**config.mk**
```make
export PLATFORM = sky130hd
export DESIGN_NAME = beams_topk_sort
export DESIGN_NICKNAME = d
export VERILOG_FILES = /design/src/rtl/beams_sort_pkg.sv /design/src/rtl/beams_sort_cell.sv /design/src/rtl/beams_topk_sort.sv
export SDC_FILE = /design/constraint.sdc
export NUM_CORES = 2
export LEC_CHECK = 0
export BUFFER_PORTS_ARGS = -buffer_cell sky130_fd_sc_hd__buf_2
export CORE_MARGIN = 4
export CORE_UTILIZATION = 50
export CTS_CLUSTER_SIZE = 25
export DETAILED_ROUTE_END_ITERATION = 10
export GPL_TIMING_DRIVEN = 0
export PLACE_DENSITY = 0.72
export SETUP_SLACK_MARGIN = 0.3
export SYNTH_ARGS = -nofsm -noshare
export SYNTH_HDL_FRONTEND = slang
export SYNTH_HIERARCHICAL = 1
export SYNTH_SLANG_ARGS = --single-unit
export TNS_END_PERCENT = 5
```
**constraint.sdc**
```tcl
create_clock -name i_clk -period 3.9 [get_ports i_clk]
set_clock_uncertainty 0.05 [all_clocks]
set_input_delay 0.78 -clock i_clk [delete_from_list [all_inputs] [get_ports i_clk]]
set_output_delay 0.78 -clock i_clk [all_outputs]
set_load 0.02 [all_outputs]
```
**src/rtl/beams_sort_pkg.sv**
```systemverilog
// Shared types and constants for the beam top-16 sorter.
// Slot power is held at a fixed maximum width so that one slot type serves any PWR_WIDTH up to 64.
package beams_sort_pkg;

   localparam int TOPK          = 16;
   localparam int IDX_WIDTH     = 8;
   localparam logic [IDX_WIDTH-1:0] IDX_NONE = 8'hFF;
   localparam int PWR_MAX_WIDTH = 64;

   typedef logic [PWR_MAX_WIDTH-1:0] slot_pwr_t;

   typedef struct packed {
      logic                 valid;
      logic [IDX_WIDTH-1:0] idx;
      slot_pwr_t            pwr;
   } beam_slot_t;

   // A beat travelling down the insertion pipeline; ins=0 with eop=1 marks a dropped closing beat.
   typedef struct packed {
      logic                 ins;
      logic                 sop;
      logic                 eop;
      logic [IDX_WIDTH-1:0] idx;
      slot_pwr_t            pwr;
   } beat_t;

   typedef enum logic [1:0] {
      IDLE,
      COLLECT,
      FLUSH,
      OUT
   } sort_state_e;

endpackage

```
**src/rtl/beams_sort_cell.sv**
```systemverilog
// One slot of the insertion-sorted list: keeps its beam, or takes the new beam or the slot above.
// Also produces its compare bit for the following beat against the slot's post-update contents.
module beams_sort_cell
   import beams_sort_pkg::*;
(
   input  logic       clk,
   input  logic       reset,
   input  logic       upd,
   input  logic       clear,
   input  logic       gt_own,
   input  logic       gt_up,
   input  beam_slot_t upper,
   input  beam_slot_t new_beam,
   input  slot_pwr_t  cmp_pwr,
   output beam_slot_t slot,
   output beam_slot_t slot_next,
   output logic       gt
);

   // gt is monotonic down the list, so gt_up implies gt_own; a clearing beat shifts in empties.
   always_comb begin
      slot_next = slot;
      if (upd) begin
         if (gt_own && !gt_up) begin
            slot_next = new_beam;
         end else if (gt_up) begin
            slot_next = clear ? '0 : upper;
         end
      end
   end

   assign gt = !slot_next.valid || (cmp_pwr > slot_next.pwr);

   always_ff @(posedge clk) begin
      if (reset) begin
         slot <= '0;
      end else begin
         slot <= slot_next;
      end
   end

endmodule

```
**src/rtl/beams_topk_sort.sv**
```systemverilog
// Streaming top-16 beam sorter: input register, compare vector, slot update, then snapshot and output.
// Optional macro BEAMS_SORT_PWR_OUT_EN adds the o_sort_pwr port and its output registers.
module beams_topk_sort
   import beams_sort_pkg::*;
#(
   parameter int PWR_WIDTH = 32,
   parameter int NUM_BEAMS = 64
) (
   input  logic                                i_clk,
   input  logic                                i_reset,
   input  logic                                i_pwr_vld,
   input  logic                                i_pwr_sop,
   input  logic                                i_pwr_eop,
   input  logic [PWR_WIDTH-1:0]                i_pwr_data,
   output logic [TOPK-1:0][IDX_WIDTH-1:0]      o_sort_idx,
`ifdef BEAMS_SORT_PWR_OUT_EN
   output logic [TOPK-1:0][PWR_WIDTH-1:0]      o_sort_pwr,
`endif
   output logic                                o_sort_sop,
   output logic                                o_err
);

   localparam logic [8:0] CNT_FULL = 9'(NUM_BEAMS);

   sort_state_e col_state, col_state_nx;
   sort_state_e drn_state, drn_state_nx;
   logic        flush_half, flush_half_nx;
   logic [8:0]  cnt, cnt_nx;
   logic        err_nx;
   beat_t       s1_nx, s1, s2;
   logic [TOPK-1:0] gt_vec, gt_q, gt_up;
   beam_slot_t  slot_q  [TOPK];
   beam_slot_t  slot_nx [TOPK];
   beam_slot_t  upper   [TOPK];
   beam_slot_t  new_beam;
   logic [TOPK-1:0][IDX_WIDTH-1:0] snap_idx;

   // Collect side works on the raw input so a new symbol can start while the previous one drains.
   always_comb begin
      col_state_nx = col_state;
      cnt_nx       = cnt;
      err_nx       = 1'b0;
      s1_nx        = '0;
      if (i_pwr_vld) begin
         if (i_pwr_sop) begin
            s1_nx.ins    = 1'b1;
            s1_nx.sop    = 1'b1;
            s1_nx.eop    = i_pwr_eop;
            s1_nx.pwr    = slot_pwr_t'(i_pwr_data);
            cnt_nx       = 9'd1;
            col_state_nx = i_pwr_eop ? IDLE : COLLECT;
         end else if (col_state == COLLECT) begin
            // An overflow beat is dropped, but its eop still closes the symbol.
            if (cnt == CNT_FULL) begin
               err_nx = 1'b1;
            end else begin
               s1_nx.ins = 1'b1;
               s1_nx.idx = cnt[IDX_WIDTH-1:0];
               s1_nx.pwr = slot_pwr_t'(i_pwr_data);
               cnt_nx    = cnt + 9'd1;
            end
            s1_nx.eop = i_pwr_eop;
            if (i_pwr_eop) begin
               col_state_nx = IDLE;
            end
         end
      end
   end

   // Drain side follows the closing beat; symbols must end at least 3 cycles apart.
   always_comb begin
      drn_state_nx  = drn_state;
      flush_half_nx = 1'b0;
      unique case (drn_state)
         FLUSH: begin
            flush_half_nx = !flush_half;
            if (flush_half) begin
               drn_state_nx = OUT;
            end
         end
         OUT:     drn_state_nx = s1.eop ? FLUSH : IDLE;
         default: if (s1.eop) drn_state_nx = FLUSH;
      endcase
   end

   always_ff @(posedge i_clk) begin
      if (i_reset) begin
         col_state  <= IDLE;
         drn_state  <= IDLE;
         flush_half <= 1'b0;
         cnt        <= '0;
         s1         <= '0;
         s2         <= '0;
         gt_q       <= '0;
      end else begin
         col_state  <= col_state_nx;
         drn_state  <= drn_state_nx;
         flush_half <= flush_half_nx;
         cnt        <= cnt_nx;
         s1         <= s1_nx;
         s2         <= s1;
         gt_q       <= s1.sop ? '1 : gt_vec;
      end
   end

   always_comb begin
      upper[0] = '0;
      for (int i = 1; i < TOPK; i++) begin
         upper[i] = slot_q[i-1];
      end
   end

   assign gt_up    = {gt_q[TOPK-2:0], 1'b0};
   assign new_beam = '{valid: 1'b1, idx: s2.idx, pwr: s2.pwr};

   for (genvar g = 0; g < TOPK; g++) begin : g_cell
      beams_sort_cell u_cell (
         .clk       (i_clk),
         .reset     (i_reset),
         .upd       (s2.ins),
         .clear     (s2.sop),
         .gt_own    (gt_q[g]),
         .gt_up     (gt_up[g]),
         .upper     (upper[g]),
         .new_beam  (new_beam),
         .cmp_pwr   (s1.pwr),
         .slot      (slot_q[g]),
         .slot_next (slot_nx[g]),
         .gt        (gt_vec[g])
      );
   end

   // The snapshot is the second slot bank: it freezes the finished list while a new symbol fills.
   always_ff @(posedge i_clk) begin
      if (i_reset) begin
         snap_idx   <= {TOPK{IDX_NONE}};
         o_sort_idx <= {TOPK{IDX_NONE}};
         o_sort_sop <= 1'b0;
         o_err      <= 1'b0;
      end else begin
         o_sort_sop <= (drn_state == OUT);
         o_err      <= err_nx;
         if (s2.eop) begin
            for (int i = 0; i < TOPK; i++) begin
               snap_idx[i] <= slot_nx[i].valid ? slot_nx[i].idx : IDX_NONE;
            end
         end
         if (drn_state == OUT) begin
            o_sort_idx <= snap_idx;
         end
      end
   end

`ifdef BEAMS_SORT_PWR_OUT_EN
   logic [TOPK-1:0][PWR_WIDTH-1:0] snap_pwr;

   always_ff @(posedge i_clk) begin
      if (i_reset) begin
         snap_pwr   <= '0;
         o_sort_pwr <= '0;
      end else begin
         if (s2.eop) begin
            for (int i = 0; i < TOPK; i++) begin
               snap_pwr[i] <= slot_nx[i].valid ? slot_nx[i].pwr[PWR_WIDTH-1:0] : '0;
            end
         end
         if (drn_state == OUT) begin
            o_sort_pwr <= snap_pwr;
         end
      end
   end
`endif

endmodule

```
==> results.py <==
metrics = {
    "outcome": {
        "outcome": "complete, but fails checks",
        "violations": "max-capacitance violations, max-slew violations",
    },
    "timing": {
        "slew_headroom_pct": -2.77,
        "slew_viol_final": 11,
        "hold_viol": 0,
        "worst_pin_slew_ns": 1.54,
        "max_freq_ghz": 0.269,
        "layout_setup_ws_ns": 0.178,
        "finalSetupViolations": 0,
        "finalCriticalPeriod_ns": 3.72,
        "min_period_over_period_pct": 95.4,
        "rsz0062_at_grt": "yes",
    },
    "setup_path": {
        "start_kind": "register",
        "path_cells": "buf_12 > buf_16 > buf_6 > inv_2 > nor2_4 > buf_12 > buf_6 > a22oi_1 > nor2_1 > a221oi_4 > ha_1 > a21oi_1 > o21ai_2 > a221oi_2 > a21boi_2 > a211oi_2 > a211oi_2 > nor2_1 > nor2_1",
        "crit_fanout": 10,
        "reg2reg_to": "gt_q[12]",
        "required_ns": 4.54,
        "slowest_stage": "dfxtp_4",
        "slowest_delay_ns": 0.39,
        "critPathArrivalTime_ns": 4.36,
        "critPathCaptureType": "register",
        "rrSetupSlack_ns": 0.18,
        "reg2reg_depth": 19,
        "r2r-start": "s2[74]",
        "cp_common_cell": "nor2_1",
        "critPathKind": "reg -> reg",
    },
    "min_path": {
        "hold_start": "i_pwr_data[9]",
        "min_to": "s1[9]",
        "hold_path_depth": 2,
        "hold_class": "in -> reg",
    },
    "floorplanning": {
        "ios": 167,
        "initial_core_util_pct": 50.4,
        "core-area_mm2": 0.193,
        "num_rows": 161,
        "dieArea_mm2": 0.202,
        "die_width_um": 449,
        "die_h_um": 449,
    },
    "routing": {
        "highest_layer": "met5",
        "drt_iter0_drc": 11863,
        "drt-met1-wl_mm": 146,
        "dr.pass1.iters": 9,
        "wl_met2_mm": 176,
        "via_per_inst": 6.57,
        "ant_nets": 0,
        "remaining_drc_errors": 0,
        "route.met3.wl_mm": 47.1,
        "vias": 97695,
        "routed_wl_mm": 415,
        "wl_per_cell_um": 27.9,
    },
    "synthesis": {
        "avgSynthCellArea_um2": 9.14,
        "yosysWarnings": 6,
        "syn_inst": 10644,
        "syn-cell-area_mm2": 0.0973,
    },
    "global_routing": {
        "grt_pass1_wl_mm": 595,
        "grt_pass1_vias": 93006,
        "grt_max_degree": 19,
        "grt_usage_pct": 38.9,
        "antenna_found_initial": 27,
        "grt_overflow_total": 0,
    },
    "pwr": {
        "leakage_nw": 44.2,
        "power.density_mw_per_mm2": 337,
        "irDropWorstVdd_mv": 0.384,
    },
    "place": {
        "hpwlAfterDp_mm": 303,
        "dp_worst_setup_slack_ns": -0.806,
        "globalplace.congestion": 1.01,
        "io_buffers": 165,
    },
    "clock_tree": {
        "cts_root_buf": "clkbuf_16",
        "cts_inserted_buffers": 176,
        "cts_max_path_buffers": 3,
        "cts_num_sinks": 1541,
        "clk_pin_slew_ns": 0.07,
        "cts_tree": "done",
        "htree_levels": 4,
        "clk_latency_ns": 0.86,
    },
    "final_layout": {
        "post-route-util_pct": 59.3,
        "syn_to_final_growth_pct": 17.6,
        "fill_cells": 16623,
        "drive_gt1_share_pct": 18.3,
        "seq_area_mm2": 0.0310,
        "nNetsFinal": 13244,
        "multiInputGateArea_mm2": 0.0676,
    },
    "flow_run": {
        "drv_cap": 2,
    },
}
==> timing repair <==
action | CTS | global route
gates resized for setup | 166 | 326
pin swaps | 8 | 91
cloned | 1 | 2
endpoints found under the setup margin | 16 | 16
hold buffers | 0 | 0
buffers inserted | 12 | 31
==> state kept, by name, summed over array words and instances, names as in the netlist <==
name,count
s2,3
snap_idx,128
cnt,9
flush_half,1
col_state,1
drn_state,2
o_sort_sop,1
gt_q,16
o_sort_idx,128
new_beam,40
s1,43
g_cell.u_cell/slot,1168
o_err,1
==> worst max-delay path, delay by kind of cell, from the launching register on <==
kind	cells	cell delay, ns
AO/OA/AOI/OAI	8	1.32
adder cells (fa/ha/maj)	1	0.34
buffers and inverters	6	0.86
flip-flops	1	0.39
AND/OR/NAND/NOR	4	0.58
==> where the power goes <==
group	total, W	internal, W	switching (W)
Sequential	0.0163	0.0159	0.000427
Clock	0.0177	0.0102	0.00751
Combinational	0.00461	0.00153	0.00308
Total	0.0386	0.0276	0.0110
==> per-stage QoR <==
stage / instances / area (um2) / total power (W) / hold WS [ns] / setup TNS, ns
after global placement: 14450 / 105000 / 0.0205 / 0.354 / -20.04
after CTS: 14817 / 113000 / 0.0382 / 0.0661 / 0
final: 14875 / 114000 / 0.0386 / 0.0956 / 0
after global routing: 14855 / 114000 / 0.0397 / 0.0804 / 0
after floorplan: 11759 / 101000 / 0.0194 / 0.347 / 0
after detailed placement: 14482 / 106000 / 0.0207 / 0.374 / -3.73
==> cells in the final DEF, fill, tap and decap left out, types with 38 or more instances in the layout <==
cell type and count:
nand4_1 147, a221oi_1 50, nand2_1 306, buf_6 44
inv_1 68, nor2b_1 203, conb_1 1117, a21o_1 82
clkbuf_2 50, o211ai_1 46, o22ai_1 128, nand2b_1 147
nor2_1 2298, a221oi_2 957, clkbuf_4 48, buf_4 46
buf_1 106, a22oi_1 1150, buf_2 424, ha_1 1025
o21ai_0 126, and3_1 130, clkbuf_1 353, dfxtp_2 84
a221o_1 160, dfxtp_1 1455, a21oi_1 464, nand3_1 120
clkbuf_16 180, buf_12 38, a211o_1 128
==> routing by layer <==
layer,track usage [%],up-vias
met4,34.5,18
li1,-,42999
met1,44.4,46741
met3,11.4,2026
met2,58.9,5911
met5,0,-
==> area by class of cell <==
| type | count | share of cell area (%) |
|---|---|---|
| multi-input combinational | 9278 | 59.1 |
| sequential | 1541 | 27.1 |
| clock buffer | 247 | 4.45 |
| inverter | 100 | 0.332 |
| buffer | 840 | 3.57 |
| tap | 2526 | 2.76 |
| antenna | 24 | 0.0525 |
| timing repair buffer | 244 | 1.78 |
| clock inverter | 75 | 0.866 |
==> worst max-delay path by stage <==
stage                     depth (start not counted)    from  endpoint  slack [ns]
after floorplan                                  13  s2[74]   gt_q[7]        0.46
after global placement                           14  s2[74]   gt_q[7]       -1.79
after detailed placement                         15  s2[74]   gt_q[7]       -0.81
after CTS                                        17  s2[74]  gt_q[13]        0.26
after global routing                             19  s2[74]  gt_q[12]        0.07
final                                            19  s2[74]  gt_q[12]        0.18
No activity file was read; power rests on OpenSTA's default activity.
